`src/rtl/stage_memory_access.sv`:
```
// Memory-access pipeline stage: issues loads/stores over a req/gnt/rvalid bus,
// flags misaligned accesses and response timeouts, and registers the M/W outputs.
module stage_memory_access #(
    parameter int unsigned TIMEOUT = 16
) (
    input  logic        clk,
    input  logic        rst,
    input  logic        x_valid,
    input  logic [31:0] x_pc,
    input  logic [31:0] x_inst,
    input  logic [31:0] x_alu_result,
    input  logic [31:0] x_store_data,
    input  logic [4:0]  x_rd_addr,
    input  logic        x_reg_we,
    input  logic        x_load,
    input  logic        x_store,
    input  logic [2:0]  x_funct3,
    output logic        m_stall,
    output logic        dmem_req,
    output logic [31:0] dmem_addr,
    output logic [3:0]  dmem_be,
    output logic [31:0] dmem_wdata,
    input  logic        dmem_gnt,
    input  logic        dmem_rvalid,
    input  logic [31:0] dmem_rdata,
    output logic [31:0] w_pc,
    output logic [31:0] w_inst,
    output logic [31:0] w_alu_result,
    output logic [31:0] w_mem_data,
    output logic [4:0]  w_rd_addr,
    output logic        w_reg_we,
    output logic        w_load,
    output logic [2:0]  w_funct3,
    output logic [1:0]  w_byte_offset,
    output logic        m_misaligned,
    output logic        m_bus_err
);
    localparam logic [1:0] S_IDLE = 2'd0;
    localparam logic [1:0] S_REQ  = 2'd1;
    localparam logic [1:0] S_RESP = 2'd2;

    localparam int unsigned   CW       = (TIMEOUT > 1) ? $clog2(TIMEOUT) : 1;
    localparam logic [CW-1:0] CNT_LAST = CW'(TIMEOUT - 1);

    typedef struct packed {
        logic [31:0] pc;
        logic [31:0] inst;
        logic [31:0] alu_result;
        logic [31:0] mem_data;
        logic [4:0]  rd_addr;
        logic        reg_we;
        logic        load;
        logic [2:0]  funct3;
        logic [1:0]  byte_offset;
        logic        misaligned;
        logic        bus_err;
    } wb_t;

    typedef struct packed {
        logic [31:0] pc;
        logic [31:0] inst;
        logic [31:0] alu_result;
        logic [4:0]  rd_addr;
        logic        reg_we;
        logic        load;
        logic        store;
        logic [2:0]  funct3;
        logic [3:0]  be;
        logic [31:0] wdata;
    } hold_t;

    logic [1:0]    state_q, state_d;
    logic [CW-1:0] cnt_q, cnt_d;
    hold_t         hold_q, hold_d;
    wb_t           w_q, w_d;

    logic [3:0]  x_be;
    logic [31:0] x_wdata;
    logic        x_misaligned, accept;
    wb_t         x_wb, hold_wb;

    // Store lane steering: the byte/half is replicated across the word so the
    // memory only has to honour the byte enables.
    always_comb begin
        x_be    = '0;
        x_wdata = '0;
        if (x_store) begin
            case (x_funct3[1:0])
                2'b00: begin
                    x_be    = 4'b0001 << x_alu_result[1:0];
                    x_wdata = {4{x_store_data[7:0]}};
                end
                2'b01: begin
                    x_be    = 4'b0011 << x_alu_result[1:0];
                    x_wdata = {2{x_store_data[15:0]}};
                end
                default: begin
                    x_be    = 4'b1111;
                    x_wdata = x_store_data;
                end
            endcase
        end
    end

    assign x_misaligned = ((x_funct3[1:0] == 2'b01) && x_alu_result[0]) ||
                          ((x_funct3[1:0] == 2'b10) && (x_alu_result[1:0] != 2'b00));
    assign accept = x_valid && (x_inst != '0) && (state_q == S_IDLE);

    always_comb begin
        x_wb             = '0;
        x_wb.pc          = x_pc;
        x_wb.inst        = x_inst;
        x_wb.alu_result  = x_alu_result;
        x_wb.rd_addr     = x_rd_addr;
        x_wb.reg_we      = x_reg_we;
        x_wb.load        = x_load;
        x_wb.funct3      = x_funct3;
        x_wb.byte_offset = x_alu_result[1:0];

        hold_wb             = '0;
        hold_wb.pc          = hold_q.pc;
        hold_wb.inst        = hold_q.inst;
        hold_wb.alu_result  = hold_q.alu_result;
        hold_wb.rd_addr     = hold_q.rd_addr;
        hold_wb.reg_we      = hold_q.reg_we;
        hold_wb.load        = hold_q.load;
        hold_wb.funct3      = hold_q.funct3;
        hold_wb.byte_offset = hold_q.alu_result[1:0];
    end

    always_comb begin
        state_d = state_q;
        cnt_d   = cnt_q;
        hold_d  = hold_q;
        w_d     = '0;
        case (state_q)
            S_IDLE: begin
                if (accept) begin
                    if (x_load || x_store) begin
                        if (x_misaligned) begin
                            w_d            = x_wb;
                            w_d.reg_we     = 1'b0;
                            w_d.misaligned = 1'b1;
                        end else begin
                            hold_d.pc         = x_pc;
                            hold_d.inst       = x_inst;
                            hold_d.alu_result = x_alu_result;
                            hold_d.rd_addr    = x_rd_addr;
                            hold_d.reg_we     = x_reg_we;
                            hold_d.load       = x_load;
                            hold_d.store      = x_store;
                            hold_d.funct3     = x_funct3;
                            hold_d.be         = x_be;
                            hold_d.wdata      = x_wdata;
                            state_d           = S_REQ;
                        end
                    end else begin
                        w_d = x_wb;
                    end
                end
            end
            S_REQ: begin
                if (dmem_gnt) begin
                    state_d = S_RESP;
                    cnt_d   = '0;
                end
            end
            S_RESP: begin
                if (dmem_rvalid) begin
                    w_d          = hold_wb;
                    w_d.mem_data = hold_q.store ? 32'h0 : dmem_rdata;
                    state_d      = S_IDLE;
                end else if (cnt_q == CNT_LAST) begin
                    w_d         = hold_wb;
                    w_d.reg_we  = 1'b0;
                    w_d.bus_err = 1'b1;
                    state_d     = S_IDLE;
                end else begin
                    cnt_d = cnt_q + 1'b1;
                end
            end
            default: state_d = S_IDLE;
        endcase
    end

    always_ff @(posedge clk or negedge rst) begin
        if (!rst) begin
            state_q <= S_IDLE;
            cnt_q   <= '0;
            hold_q  <= '0;
            w_q     <= '0;
        end else begin
            state_q <= state_d;
            cnt_q   <= cnt_d;
            hold_q  <= hold_d;
            w_q     <= w_d;
        end
    end

    // Bus signals are zeroed outside REQ so nothing stale is visible to memory.
    assign m_stall    = (state_q != S_IDLE);
    assign dmem_req   = (state_q == S_REQ);
    assign dmem_addr  = dmem_req ? {hold_q.alu_result[31:2], 2'b00} : 32'h0;
    assign dmem_be    = dmem_req ? hold_q.be : 4'b0000;
    assign dmem_wdata = dmem_req ? hold_q.wdata : 32'h0;

    assign w_pc          = w_q.pc;
    assign w_inst        = w_q.inst;
    assign w_alu_result  = w_q.alu_result;
    assign w_mem_data    = w_q.mem_data;
    assign w_rd_addr     = w_q.rd_addr;
    assign w_reg_we      = w_q.reg_we;
    assign w_load        = w_q.load;
    assign w_funct3      = w_q.funct3;
    assign w_byte_offset = w_q.byte_offset;
    assign m_misaligned  = w_q.misaligned;
    assign m_bus_err     = w_q.bus_err;
endmodule

```
`config.mk`:
```
export PLATFORM = sky130hd
export DESIGN_NAME = stage_memory_access
export DESIGN_NICKNAME = d
export VERILOG_FILES = /design/src/rtl/stage_memory_access.sv
export SDC_FILE = /design/constraint.sdc
export NUM_CORES = 1
export LEC_CHECK = 0
export ABC_AREA = 1
export BUFFER_PORTS_ARGS = -buffer_cell sky130_fd_sc_hd__buf_2
export CAP_MARGIN = 20
export CORE_ASPECT_RATIO = 0.6
export CORE_MARGIN = 8
export CORE_UTILIZATION = 53
export DETAILED_ROUTE_END_ITERATION = 12
export PLACE_DENSITY = 0.82
export SLEW_MARGIN = 20
export SYNTH_ARGS = -nofsm -noshare
export SYNTH_HDL_FRONTEND = slang
export SYNTH_SLANG_ARGS = --single-unit
```
`constraint.sdc`:
```
create_clock -name clk -period 2.65 [get_ports clk]
set_clock_uncertainty 0.1 [all_clocks]
set_input_delay 0.265 -clock clk [delete_from_list [all_inputs] [get_ports clk]]
set_output_delay 0.265 -clock clk [all_outputs]
set_load 0.03 [all_outputs]
```
==> impl_metrics.ini <==
[pwr]
p_int_mw = 10.0
p_seq_share_pct = 37.9
clock_power_share_pct = 24.4
pwr-share-comb_pct = 37.7
p_sw_mw = 7.43
powerDensity_mw_per_mm2 = 942
ir_drop_v = 0.000742
switching_share_pct = 42.5
p_leak_nw = 11.2

[sta]
drv_slew = 0
maxSlewHeadroom_pct = 37.7
fin_crit_ps = 2530
setup_viol = 0
rsz0062_at_grt = false
fin_crit_sh_pct = 95.6
hold_slack_ps = 33.7
max_freq_mhz = 395
hold_viol = 0
tightest_slew_ps = 934
fin_setup_tns_ps = 0

[detailed_routing]
vias_per_cell = 5.59
vias = 14800
antenna_left = 0
drt-initial-drc-count = 2142
wl_um = 51000
drc = 0
wire_per_inst_um = 19.3
dr.pass1.iters = 9

[synthesis]
synth_edf_count = 0
async_flop_share_pct = 100
yosys_warnings = 0
netlist-cell-type-count = 25
synth.area.top_cells = dfrtp_1 (52%), nand2_1 (15%), nand4_1 (11%), inv_1 (6.6%), nand3_1 (4.2%)
yosys.area.top_type = dfrtp_1
postSynthCellCount = 1808
synthFlopType = dfrtp_1
ys_seq_area_share_pct = 52.1
synth_top_area_share_pct = 52.1
ys_ff_latch = 289
synth.avg_cell_area_um2 = 7.68
syn_area_mm2 = 0.0139

[place]
placed_cell_area_mm2 = 0.0161
hpwl_um = 30600
placedCellCount = 2438
io_buffers = 385
gp_congestion = 0.978

[global_routing]
antenna_found_initial = 5
grt_use_total_pct = 30.6
grt_pass1_wl_um = 78900
grt_pass1_vias = 14200
grt.overflow.total = 0
grt_start_max_net_pins = 137

[min_path]
hold_depth = 5
hold_path.class = input pin to flip-flop
hold_start = x_store_data[16]
min_to = hold_q[16]$_DFFE_PN0P_

[setup_path]
worstSetupPathType = flip-flop to primary output
reg2reg_to = hold_q[72]$_DFFE_PN0P_
end_kind = primary output
reg2reg_from = cnt_q[0]$_DFFE_PN0P_
crit_arrival_ps = 2170
critPathLaunch = state_q[0]$_DFFE_PN0P_
r2r_cells = 9
rrSetupSlack_ps = 280
cp-start-kind = flip-flop
path_max_fanout = 54
crit_required_ps = 2290

[layout]
fillers = 1907
finalInstanceArea_mm2 = 0.0186
layout_common_cells = nand2_1 (559), buf_2 (383), dfrtp_1 (288)
layout.cells.most_common = nand2_1
syn2layout_area_growth_pct = 33.6
drive_above_1_share_pct = 21.5
final_cells = 2644
final_nets = 2430

[floorplanning]
num_rows = 46
io_pins = 388
fp.dieW_um = 225
die-area_mm2 = 0.0318
die_y_um = 141
start_util_pct = 53.3
core_mm2 = 0.0261

[clock_network]
cts_buffer_depth = 3
root_buffer = clkbuf_16
clk_pin_slew_ps = 60
cts_buffers = 28
tritoncts = yes
clk_latency_ps = 550
cts_max_level = 1
cts_sinks = 289

[outcome]
outcome = finished, final reports clean

[job]
cap_violations = 0
## cells by family after synthesis
logic type / count (synthesis) / share of synthesized area (%)
AOI/OAI and AO/OA: 29 / 1.04
muxes: 1 / 0.0721
other: 1 / 0.0270
buffers and inverters: 400 / 11.3
and+or+nand+nor: 1086 / 35.3
adders and majority gates: 1 / 0.0901
xor gates and xnor gates: 1 / 0.0631
DFF: 289 / 52.1
## power by group through the flow
stage	logic (mW)	registers, mW	clock network (mW)
floorplan	3.58	7.14	0
global placement	6.13	6.57	0
detailed placement	6.29	6.62	0
CTS	6.48	6.57	4.30
global route	7.12	6.76	4.49
finish	6.59	6.63	4.26
## cell type report
cell class / instances / area (µm²) / area share [%]
Antenna cell: 9 / 22.5 / 0.121
Clock buffer: 37 / 816 / 4.39
Clock inverter: 15 / 163 / 0.876
Inverter: 249 / 935 / 5.03
Multi-Input combinational cell: 1120 / 5130 / 27.7
Sequential cell: 289 / 7230 / 39.0
Tap cell: 360 / 450 / 2.43
Timing Repair Buffer: 565 / 3810 / 20.5
## sequential cells by signal, summed over array words and instances, names as in the netlist
| register | count |
|---|---|
| w_load | 1 |
| m_bus_err | 1 |
| w_inst | 32 |
| w_mem_data | 32 |
| m_misaligned | 1 |
| w_alu_result | 31 |
| state_q | 2 |
| cnt_q | 4 |
| w_byte_offset | 1 |
| w_pc | 32 |
| hold_q | 143 |
| w_funct3 | 3 |
| w_reg_we | 1 |
| w_rd_addr | 5 |
## cell usage after synthesis (2+ instances only)
| cell | n |
|---|---|
| nand3_1 | 116 |
| buf_2 | 22 |
| o21ai_0 | 14 |
| dfrtp_1 | 289 |
| or2_2 | 8 |
| nor2_1 | 135 |
| buf_4 | 11 |
| nand4_1 | 250 |
| inv_1 | 246 |
| nand2_1 | 561 |
| inv_2 | 2 |
| and2_1 | 2 |
| nor3_1 | 10 |
| a21oi_1 | 14 |
| clkbuf_1 | 108 |
| buf_1 | 10 |
| nor2_4 | 2 |
## worst max-delay path by stage
stage                                         to  cells past startpoint
after floorplan                   dmem_wdata[10]                      6
after CTS                          dmem_addr[24]                      6
after global placement     hold_q[3]$_DFFE_PN0P_                      9
after detailed placement  hold_q[73]$_DFFE_PN0P_                      9
final                              dmem_addr[24]                      6
after global routing               dmem_addr[24]                      6
## what timing repair did
action,CTS,global route
hold buffers,145,0
setup buffers,0,0
resized for setup,1,1
endpoints found under the setup margin,2,1
endpoints found under the hold margin,316,0
## through the flow
stage                     power [mW]  worst slack (ps)  utilization [%]
after global placement          12.7               474             61.8
after floorplan                 10.7               357                -
final                           17.5               116             71.2
after global routing            18.4              48.3             71.2
after detailed placement        12.9               355             61.8
after CTS                       17.4              54.6             71.1
## critical path: stages, from the launching register on
cell and delay, ps:
dfrtp_2 420, inv_1 60, nor2_2 200, inv_2 190, buf_12 240, nor2_1 220, buf_2 250
## layer usage
layer	up-vias	wire (µm)	track usage [%]
met5	-	0	0
met4	0	2060	11.7
met3	142	5180	7.17
met2	1020	24000	48.4
met1	6980	19800	40.7
li1	6637	-	-
Note: power is estimated with default switching activity, not from simulation.
